## config.mk

```make
export PLATFORM = sky130hd
export DESIGN_NAME = muldiv_sequencer
export DESIGN_NICKNAME = d
export VERILOG_FILES = /design/src/rtl/muldiv_sequencer_pkg.sv /design/src/rtl/muldiv_iter_core.sv /design/src/rtl/muldiv_sequencer.sv
export SDC_FILE = /design/constraint.sdc
export NUM_CORES = 1
export LEC_CHECK = 0
export BUFFER_PORTS_ARGS = -buffer_cell sky130_fd_sc_hd__buf_2
export CAP_MARGIN = 5
export CORE_ASPECT_RATIO = 1.4
export CORE_MARGIN = 3
export CORE_UTILIZATION = 55
export DETAILED_ROUTE_END_ITERATION = 7
export PLACE_DENSITY_LB_ADDON = 0.08
export SYNTH_ARGS = -nofsm -noshare
export SYNTH_HDL_FRONTEND = slang
export SYNTH_SLANG_ARGS = --single-unit
```

## constraint.sdc

```tcl
create_clock -name clk -period 7.6 [get_ports clk]
set_input_delay 0.38 -clock clk [delete_from_list [all_inputs] [get_ports clk]]
set_output_delay 0.38 -clock clk [all_outputs]
set_load 0.01 [all_outputs]
```

## src/rtl/muldiv_sequencer_pkg.sv

```systemverilog
// Shared funct codes and sequencer state encoding for the HI/LO multiply/divide unit.
package mips_muldiv_pkg;

  localparam logic [5:0] FN_MFHI  = 6'h10;
  localparam logic [5:0] FN_MTHI  = 6'h11;
  localparam logic [5:0] FN_MFLO  = 6'h12;
  localparam logic [5:0] FN_MTLO  = 6'h13;
  localparam logic [5:0] FN_MULT  = 6'h18;
  localparam logic [5:0] FN_MULTU = 6'h19;
  localparam logic [5:0] FN_DIV   = 6'h1A;
  localparam logic [5:0] FN_DIVU  = 6'h1B;

  typedef enum logic [1:0] {
    ST_IDLE = 2'd0,
    ST_MUL  = 2'd1,
    ST_DIV  = 2'd2,
    ST_FIX  = 2'd3
  } state_t;

  function automatic logic is_muldiv_fn(input logic [5:0] fn);
    return (fn == FN_MULT) || (fn == FN_MULTU) || (fn == FN_DIV) || (fn == FN_DIVU);
  endfunction

endpackage

```

## src/rtl/muldiv_iter_core.sv

```systemverilog
// One iteration of unsigned shift-add multiply or restoring divide on the {acc_hi,acc_lo} pair.
module muldiv_iter_core #(
  parameter int WIDTH = 32
) (
  input  logic             is_div,
  input  logic [WIDTH-1:0] acc_hi,
  input  logic [WIDTH-1:0] acc_lo,
  input  logic [WIDTH-1:0] operand,
  output logic [WIDTH-1:0] nxt_hi,
  output logic [WIDTH-1:0] nxt_lo
);

  logic [WIDTH:0]   sum;
  logic [WIDTH:0]   rem_sh;
  logic [WIDTH-1:0] diff;

  // Any rem_sh at or above 2**WIDTH is necessarily >= divisor, so the WIDTH-bit difference is exact.
  always_comb begin
    sum    = {1'b0, acc_hi} + (acc_lo[0] ? {1'b0, operand} : '0);
    rem_sh = {acc_hi, acc_lo[WIDTH-1]};
    diff   = rem_sh[WIDTH-1:0] - operand;
    if (is_div) begin
      if (rem_sh >= {1'b0, operand}) begin
        nxt_hi = diff;
        nxt_lo = {acc_lo[WIDTH-2:0], 1'b1};
      end else begin
        nxt_hi = rem_sh[WIDTH-1:0];
        nxt_lo = {acc_lo[WIDTH-2:0], 1'b0};
      end
    end else begin
      nxt_hi = sum[WIDTH:1];
      nxt_lo = {sum[0], acc_lo[WIDTH-1:1]};
    end
  end

endmodule

```

## src/rtl/muldiv_sequencer.sv

```systemverilog
// MIPS mult/multu/div/divu sequencer: owns HI/LO, runs WIDTH iterations on magnitudes, then sign-fixes.
module muldiv_sequencer
  import mips_muldiv_pkg::*;
#(
  parameter int WIDTH = 32,
  parameter int CNT_W = 6
) (
  input  logic             clk,
  input  logic             reset,
  input  logic             start,
  input  logic [5:0]       funct,
  input  logic [WIDTH-1:0] rs_val,
  input  logic [WIDTH-1:0] rt_val,
  output logic             busy,
  output logic             stall,
  output logic             done,
  output logic [WIDTH-1:0] rd_data,
  output logic [WIDTH-1:0] hi,
  output logic [WIDTH-1:0] lo
);

  state_t             state;
  logic [CNT_W-1:0]   count;
  logic [WIDTH-1:0]   acc_hi;
  logic [WIDTH-1:0]   acc_lo;
  logic [WIDTH-1:0]   operand;
  logic               op_div;
  logic               res_neg;
  logic               rem_neg;

  logic               op_signed;
  logic               rs_neg;
  logic               rt_neg;
  logic [WIDTH-1:0]   rs_mag;
  logic [WIDTH-1:0]   rt_mag;
  logic               accept;
  logic [WIDTH-1:0]   nxt_hi;
  logic [WIDTH-1:0]   nxt_lo;
  logic [2*WIDTH-1:0] prod_fix;
  logic [WIDTH-1:0]   quo_fix;
  logic [WIDTH-1:0]   rem_fix;

  // Iteration always works on magnitudes; signs are reapplied in the FIX cycle.
  assign op_signed = (funct == FN_MULT) || (funct == FN_DIV);
  assign rs_neg    = op_signed & rs_val[WIDTH-1];
  assign rt_neg    = op_signed & rt_val[WIDTH-1];
  assign rs_mag    = rs_neg ? -rs_val : rs_val;
  assign rt_mag    = rt_neg ? -rt_val : rt_val;
  assign accept    = start && (state == ST_IDLE) && is_muldiv_fn(funct);

  assign stall     = start & busy;

  assign prod_fix  = res_neg ? -{acc_hi, acc_lo} : {acc_hi, acc_lo};
  assign quo_fix   = res_neg ? -acc_lo : acc_lo;
  assign rem_fix   = rem_neg ? -acc_hi : acc_hi;

  always_comb begin
    rd_data = '0;
    if (funct == FN_MFHI) begin
      rd_data = hi;
    end else if (funct == FN_MFLO) begin
      rd_data = lo;
    end
  end

  muldiv_iter_core #(.WIDTH(WIDTH)) u_core (
    .is_div  (state == ST_DIV),
    .acc_hi  (acc_hi),
    .acc_lo  (acc_lo),
    .operand (operand),
    .nxt_hi  (nxt_hi),
    .nxt_lo  (nxt_lo)
  );

  // Multiply loads the multiplier into acc_lo; divide loads the dividend there and the divisor as operand.
  always_ff @(posedge clk) begin
    if (reset) begin
      state   <= ST_IDLE;
      count   <= '0;
      acc_hi  <= '0;
      acc_lo  <= '0;
      operand <= '0;
      op_div  <= 1'b0;
      res_neg <= 1'b0;
      rem_neg <= 1'b0;
      busy    <= 1'b0;
      done    <= 1'b0;
      hi      <= '0;
      lo      <= '0;
    end else begin
      done <= 1'b0;
      unique case (state)
        ST_IDLE: begin
          if (accept) begin
            op_div  <= funct[1];
            res_neg <= rs_neg ^ rt_neg;
            rem_neg <= rs_neg;
            acc_hi  <= '0;
            acc_lo  <= funct[1] ? rs_mag : rt_mag;
            operand <= funct[1] ? rt_mag : rs_mag;
            count   <= CNT_W'(WIDTH);
            busy    <= 1'b1;
            state   <= funct[1] ? ST_DIV : ST_MUL;
          end else if (start && (funct == FN_MTHI)) begin
            hi <= rs_val;
          end else if (start && (funct == FN_MTLO)) begin
            lo <= rs_val;
          end
        end
        ST_MUL, ST_DIV: begin
          acc_hi <= nxt_hi;
          acc_lo <= nxt_lo;
          count  <= count - CNT_W'(1);
          if (count == CNT_W'(1)) begin
            state <= ST_FIX;
          end
        end
        ST_FIX: begin
          if (op_div) begin
            hi <= rem_fix;
            lo <= quo_fix;
          end else begin
            {hi, lo} <= prod_fix;
          end
          busy  <= 1'b0;
          done  <= 1'b1;
          state <= ST_IDLE;
        end
        default: begin
          state <= ST_IDLE;
          busy  <= 1'b0;
        end
      endcase
    end
  end

endmodule

```

==> results.json, run 1 <==
{
  "status": "finished, final reports clean",
  "ios": 172,
  "synth-edff-count": 0,
  "clk_latency_ns": 0.45,
  "multiInputGateArea_um2": 10500,
  "maxSlewViolCount": 0,
  "cts_hold_buf": 0,
  "ir_worst_vdd_v": 0.000183,
  "io_buffers": 171,
  "min_delay_path_depth": 4,
  "postCtsResizedCells": 0,
  "fin_crit_ns": 4.03,
  "drtIter0Drc": 1310,
  "drive_gt1_frac": 0.133,
  "vias": 15700,
  "rows": 70,
  "cts_setup_buffers": 0,
  "syn-num-nets": 2150,
  "fmax_ghz": 0.248,
  "hold_path_startpoint": "rt_val[31]",
  "gp_congestion": 1.01,
  "timing.rr.start": "acc_lo[0]",
  "syn_area_per_cell_um2": 7.37,
  "critPathMaxFanout": 31,
  "mostFrequentLayoutCell": "nor2_1",
  "h-tree-depth": 4,
  "synth_cell_types": 74,
  "final-seq-area_um2": 3460,
  "p_comb_frac": 0.437,
  "switchingPower_mw": 1.64,
  "seqPwrFrac": 0.323,
  "netlist_area_um2": 14800,
  "clkTransAtPathRegs_ns": 0.08,
  "grt_setup_unrepaired": "false",
  "initial_core_util": 0.562,
  "reg2regPathDepth": 12,
  "tns_ns": 0,
  "die_h_um": 200,
  "cts.sinks": 173,
  "r2r_end": "hi[8]",
  "startpoint_type": "flop",
  "nets": 2224,
  "worstMarginPinSlew_ns": 1.05,
  "cts_made_buffers": 17,
  "async_reset_ff_frac": 0,
  "hpwl_um": 43900,
  "hold_path.class": "in2reg",
  "coreArea_um2": 26300,
  "cts_tree": "built",
  "drv_cap": 0,
  "ant_nets": 0,
  "skew_ns": 0.0103,
  "yosys_most_used_dff": "dfxtp_1",
  "ff2ff_setup_slack_ns": 3.57,
  "clockBufferDepth": 2,
  "cp.arrival_ns": 4.37,
  "drt-wirelength-per-cell_um": 23.5,
  "hold_violations": 0,
  "area_growth_pct": 10.2,
  "fillers": 2528,
  "die_area_um2": 28900,
  "firstDrtPassIters": 5,
  "yosysSeqAreaShare": 0.235,
  "clockPowerShare": 0.240,
  "cts_root_buf": "clkbuf_16",
  "internal_power_mw": 2.07,
  "setup-violations-final": 0,
  "min_period_over_period": 0.530,
  "grt_max_degree": 89,
  "wl_um": 56600,
  "p_per_area_nw_per_um2": 228,
  "grt_pass1_vias": 14500,
  "leakage_nw": 6.83,
  "synthCells": 2001,
  "routed_via_density": 6.50,
  "diodes": 0,
  "route.detailed.drc": 0,
  "grt_pass1_wl_um": 83800,
  "slew_headroom": 0.297,
  "critical_path_class": "reg2reg",
  "gr-total-overflow": 0,
  "finish.utilization": 0.619,
  "cp.required_ns": 7.94,
  "swShare": 0.442,
  "holdPathEnd": "res_neg",
  "yosysWarnings": 0,
  "ys_seq_elements": 173,
  "grt.total_usage": 0.379,
  "fp.dieW_um": 144,
  "crit_path_end_kind": "flop",
  "antenna_found_initial": 0,
  "final_cell_mix": "261 x nor2_1, 190 x nand2_1, 173 x dfxtp_1"
}
==> metrics by stage <==
stage	setup slack, ns	instance area (um2)	hold slack (ns)	cells	power, mW
floorplan	4.28	14800	0.432	2001	2.30
global placement	3.69	15700	0.441	2380	2.78
detailed placement	3.63	15700	0.446	2380	2.80
CTS	3.62	16300	0.296	2412	3.68
global route	3.34	16300	0.341	2412	3.89
finish	3.57	16300	0.305	2412	3.71
==> final cells by class <==
cell class / count / share of cell area
flip-flops and latches: 173 / 0.213
well taps: 324 / 0.0249
repair buffers: 190 / 0.0617
clock inverters: 15 / 0.00962
inverters: 72 / 0.0166
clock buffers: 17 / 0.0262
multi-input cells: 1621 / 0.648
==> power groups by stage <==
stage          sequential (mW)  clock (mW)  combinational, mW
6_report                  1.20       0.891               1.62
4_1_cts                   1.19       0.892               1.59
3_5_place_dp              1.21           0               1.59
2_1_floorplan             1.16           0               1.14
3_3_place_gp              1.21           0               1.57
5_1_grt                   1.21       0.920               1.76
==> synth_stat cells (all sizes together) (21+ instances only) <==
cell type,count,area share
nor2,265,0.068
nand2,190,0.048
dfxtp,173,0.23
a21oi,170,0.058
o21ai,127,0.043
clkbuf,114,0.029
xor2,99,0.059
a211oi,90,0.046
mux2i,86,0.058
ha,74,0.063
xnor2,74,0.044
inv,72,0.018
nor3,46,0.016
o211ai,33,0.017
a21o,30,0.015
nand3,29,0.0098
o31ai,25,0.013
buf,21,0.0064
==> routing by layer <==
layer | GRT usage | wire [um] | vias up
met3 | 0.0539 | 3640 | 211
met2 | 0.661 | 27600 | 741
met1 | 0.422 | 20700 | 7364
li1 | - | - | 7364
met4 | 0.262 | 4700 | 0
met5 | 0 | 0 | -
==> registers in the layout, indices dropped and copies added, names as in the netlist <==
signal / count
res_neg: 1
hi: 32
acc_hi: 32
busy: 1
op_div: 1
acc_lo: 32
state: 2
rem_neg: 1
count: 6
operand: 32
lo: 32
done: 1
==> critical path, stage by stage (launching register included) <==
cell and delay [ns]:
dfxtp_1 0.39, inv_1 0.08, buf_4 0.35, ha_1 0.29, or4b_2 0.61, nor4_1 0.39
nand4bb_4 0.24, o21ai_2 0.34, nand3_1 0.20, o41ai_2 0.27, xor2_1 0.38, a21oi_1 0.14
a22o_1 0.23
==> logic make-up after synthesis <==
group           count (synthesis)  share of synthesized area
simple gates                  654                      0.202
compound gates                612                      0.268
buf+inv                       207                     0.0538
xor+xnor                      173                      0.103
flops                         173                      0.235
mux                           106                     0.0736
fa+ha+maj                      76                     0.0655
==> worst max path at each step <==
stage | startpoint | end | slack [ns] | depth (start not counted)
after floorplan | acc_lo[0] | hi[14] | 4.28 | 13
after global placement | acc_lo[0] | hi[8] | 3.69 | 12
after detailed placement | acc_lo[0] | hi[8] | 3.63 | 12
after CTS | acc_lo[0] | hi[8] | 3.62 | 12
after global routing | acc_lo[31] | acc_hi[30] | 3.34 | 14
final | acc_lo[0] | hi[8] | 3.57 | 12
(Power assumes the default switching activity.)
==> run 2, diff against run 1 <==
==> constraint.sdc (replaced) <==
create_clock -name clk -period 4.2 [get_ports clk]
set_input_delay 0.21 -clock clk [delete_from_list [all_inputs] [get_ports clk]]
set_output_delay 0.21 -clock clk [all_outputs]
set_load 0.01 [all_outputs]
==> run 2 against run 1 <==
  * Utilization grew 0.85 points
  * Highest routed layer is now met5
  * Via count increased by 1.5%
  * Non-clock buffer count grew 30
  * Fmax rose by 2.4%
==> results.json, run 2 (same netlist as run 1, synthesis figures left out) <==
{
  "status": "finished, final reports clean",
  "cts_tree": "built",
  "nets": 2254,
  "cts.sinks": 173,
  "wl_um": 56900,
  "critPathMaxFanout": 5,
  "coreArea_um2": 26300,
  "clk_latency_ns": 0.45,
  "drv_cap": 0,
  "crit_path_end_kind": "flop",
  "drtIter0Drc": 1588,
  "internal_power_mw": 3.78,
  "min_period_over_period": 0.936,
  "route.detailed.drc": 0,
  "cp.arrival_ns": 4.30,
  "fp.dieW_um": 144,
  "fin_crit_ns": 3.93,
  "critical_path_class": "reg2reg",
  "setup-violations-final": 0,
  "grt.total_usage": 0.382,
  "area_growth_pct": 11.7,
  "dp_cells": 2410,
  "initial_core_util": 0.562,
  "die_h_um": 200,
  "grt_pass1_vias": 14700,
  "drive_gt1_frac": 0.144,
  "leakage_nw": 6.97,
  "final_cells": 2443,
  "ir_worst_vdd_v": 0.000331,
  "slew_headroom": 0.234,
  "cts_made_buffers": 17,
  "seqPwrFrac": 0.316,
  "hpwl_um": 44400,
  "clkTransAtPathRegs_ns": 0.08,
  "ios": 172,
  "gp_congestion": 1.05,
  "firstDrtPassIters": 6,
  "startpoint_type": "flop",
  "gr-total-overflow": 0,
  "drt-wirelength-per-cell_um": 23.3,
  "tns_ns": 0,
  "die_area_um2": 28900,
  "hold_path.class": "in2reg",
  "grt_max_degree": 92,
  "worstMarginPinSlew_ns": 1.15,
  "antenna_found_initial": 3,
  "maxSlewViolCount": 0,
  "cp.required_ns": 4.57,
  "rows": 70,
  "mostFrequentLayoutCell": "nor2_1",
  "grt_pass1_wl_um": 84500,
  "clockBufferDepth": 2,
  "io_buffers": 171,
  "h-tree-depth": 4,
  "fmax_ghz": 0.254,
  "vias": 15900,
  "grt_setup_unrepaired": "false",
  "cts_root_buf": "clkbuf_16",
  "ant_nets": 0,
  "clockPowerShare": 0.234,
  "final_cell_mix": "261 x nor2_1, 190 x nand2_1, 173 x dfxtp_1",
  "cts_setup_buffers": 0,
  "swShare": 0.444,
  "p_per_area_nw_per_um2": 413,
  "hold_violations": 0,
  "p_comb_frac": 0.450,
  "routed_via_density": 6.51,
  "switchingPower_mw": 3.02,
  "skew_ns": 0.0128
}
run 2: changes by cell type in the layout (fill, tap and decap cells not counted), sizes merged:
cell,before,now
clkinvlp,2,3
diode,0,1
clkbuf,17,19
clkinv,5,3
bufinv,1,0
buf,190,220
run 2: final timing paths:
check	from	endpoint	slack, ns	cells past startpoint
hold reg to reg	operand[27]	operand[27]	0.46	2
setup reg to reg	acc_lo[31]	acc_hi[30]	0.27	14
setup / recovery	acc_lo[31]	acc_hi[30]	0.27	14
hold / removal	rt_val[31]	res_neg	0.15	4
run 2: per-stage QoR:
| stage | hold WS, ns | setup slack (ns) | total power [mW] | utilization | instance area [um2] |
|---|---|---|---|---|---|
| after detailed placement | 0.448 | 0.362 | 5.17 | 0.606 | 15900 |
| final | 0.149 | 0.267 | 6.80 | 0.627 | 16500 |
| after global placement | 0.440 | 0.400 | 5.12 | 0.606 | 15900 |
| after CTS | 0.135 | 0.311 | 6.74 | 0.627 | 16500 |
| after floorplan | 0.414 | 0.875 | 4.17 | - | 14800 |
| after global routing | 0.152 | 0.0105 | 7.13 | 0.627 | 16500 |
run 2: worst max-delay path, stage by stage, from the launching register on:
cell and delay (ns):
dfxtp_1 0.35, inv_1 0.10, ha_1 0.18, inv_1 0.06, fa_1 0.42, a211oi_1 0.34
o21bai_1 0.16, a2111oi_1 0.63, o22ai_1 0.22, o21ai_1 0.46, nor3_1 0.08, a2111oi_0 0.39
xnor2_1 0.18, mux2i_1 0.09, o221ai_1 0.19
run 2: layout make-up:
type | instances | area [um2]
Multi-Input combinational cell | 1621 | 10500
Inverter | 72 | 270
Clock buffer | 19 | 443
Antenna cell | 1 | 2.50
Fill cell | 2467 | 9790
Timing Repair Buffer | 220 | 1240
Sequential cell | 173 | 3460
Tap cell | 324 | 405
Clock inverter | 13 | 125
run 2: power by group through the flow:
stage | logic (mW) | registers [mW] | clock network, mW
6_report | 3.06 | 2.15 | 1.59
5_1_grt | 3.30 | 2.16 | 1.66
4_1_cts | 3.01 | 2.14 | 1.60
3_5_place_dp | 2.99 | 2.17 | 0
3_3_place_gp | 2.96 | 2.17 | 0
2_1_floorplan | 2.06 | 2.11 | 0
run 2: timing repair:
item | in CTS | in global routing
hold buffers | 0 | 0
setup endpoints to repair | 0 | 1
resized for setup | 0 | 1
run 2: routing by layer:
metal  vias to the layer above  GRT usage  routed length [um]
li1                       7434          -                   -
met1                      7431      0.436               20700
met2                       807      0.648               27200
met3                       241     0.0469                3770
met4                         2      0.282                5180
met5                         -          0                  11
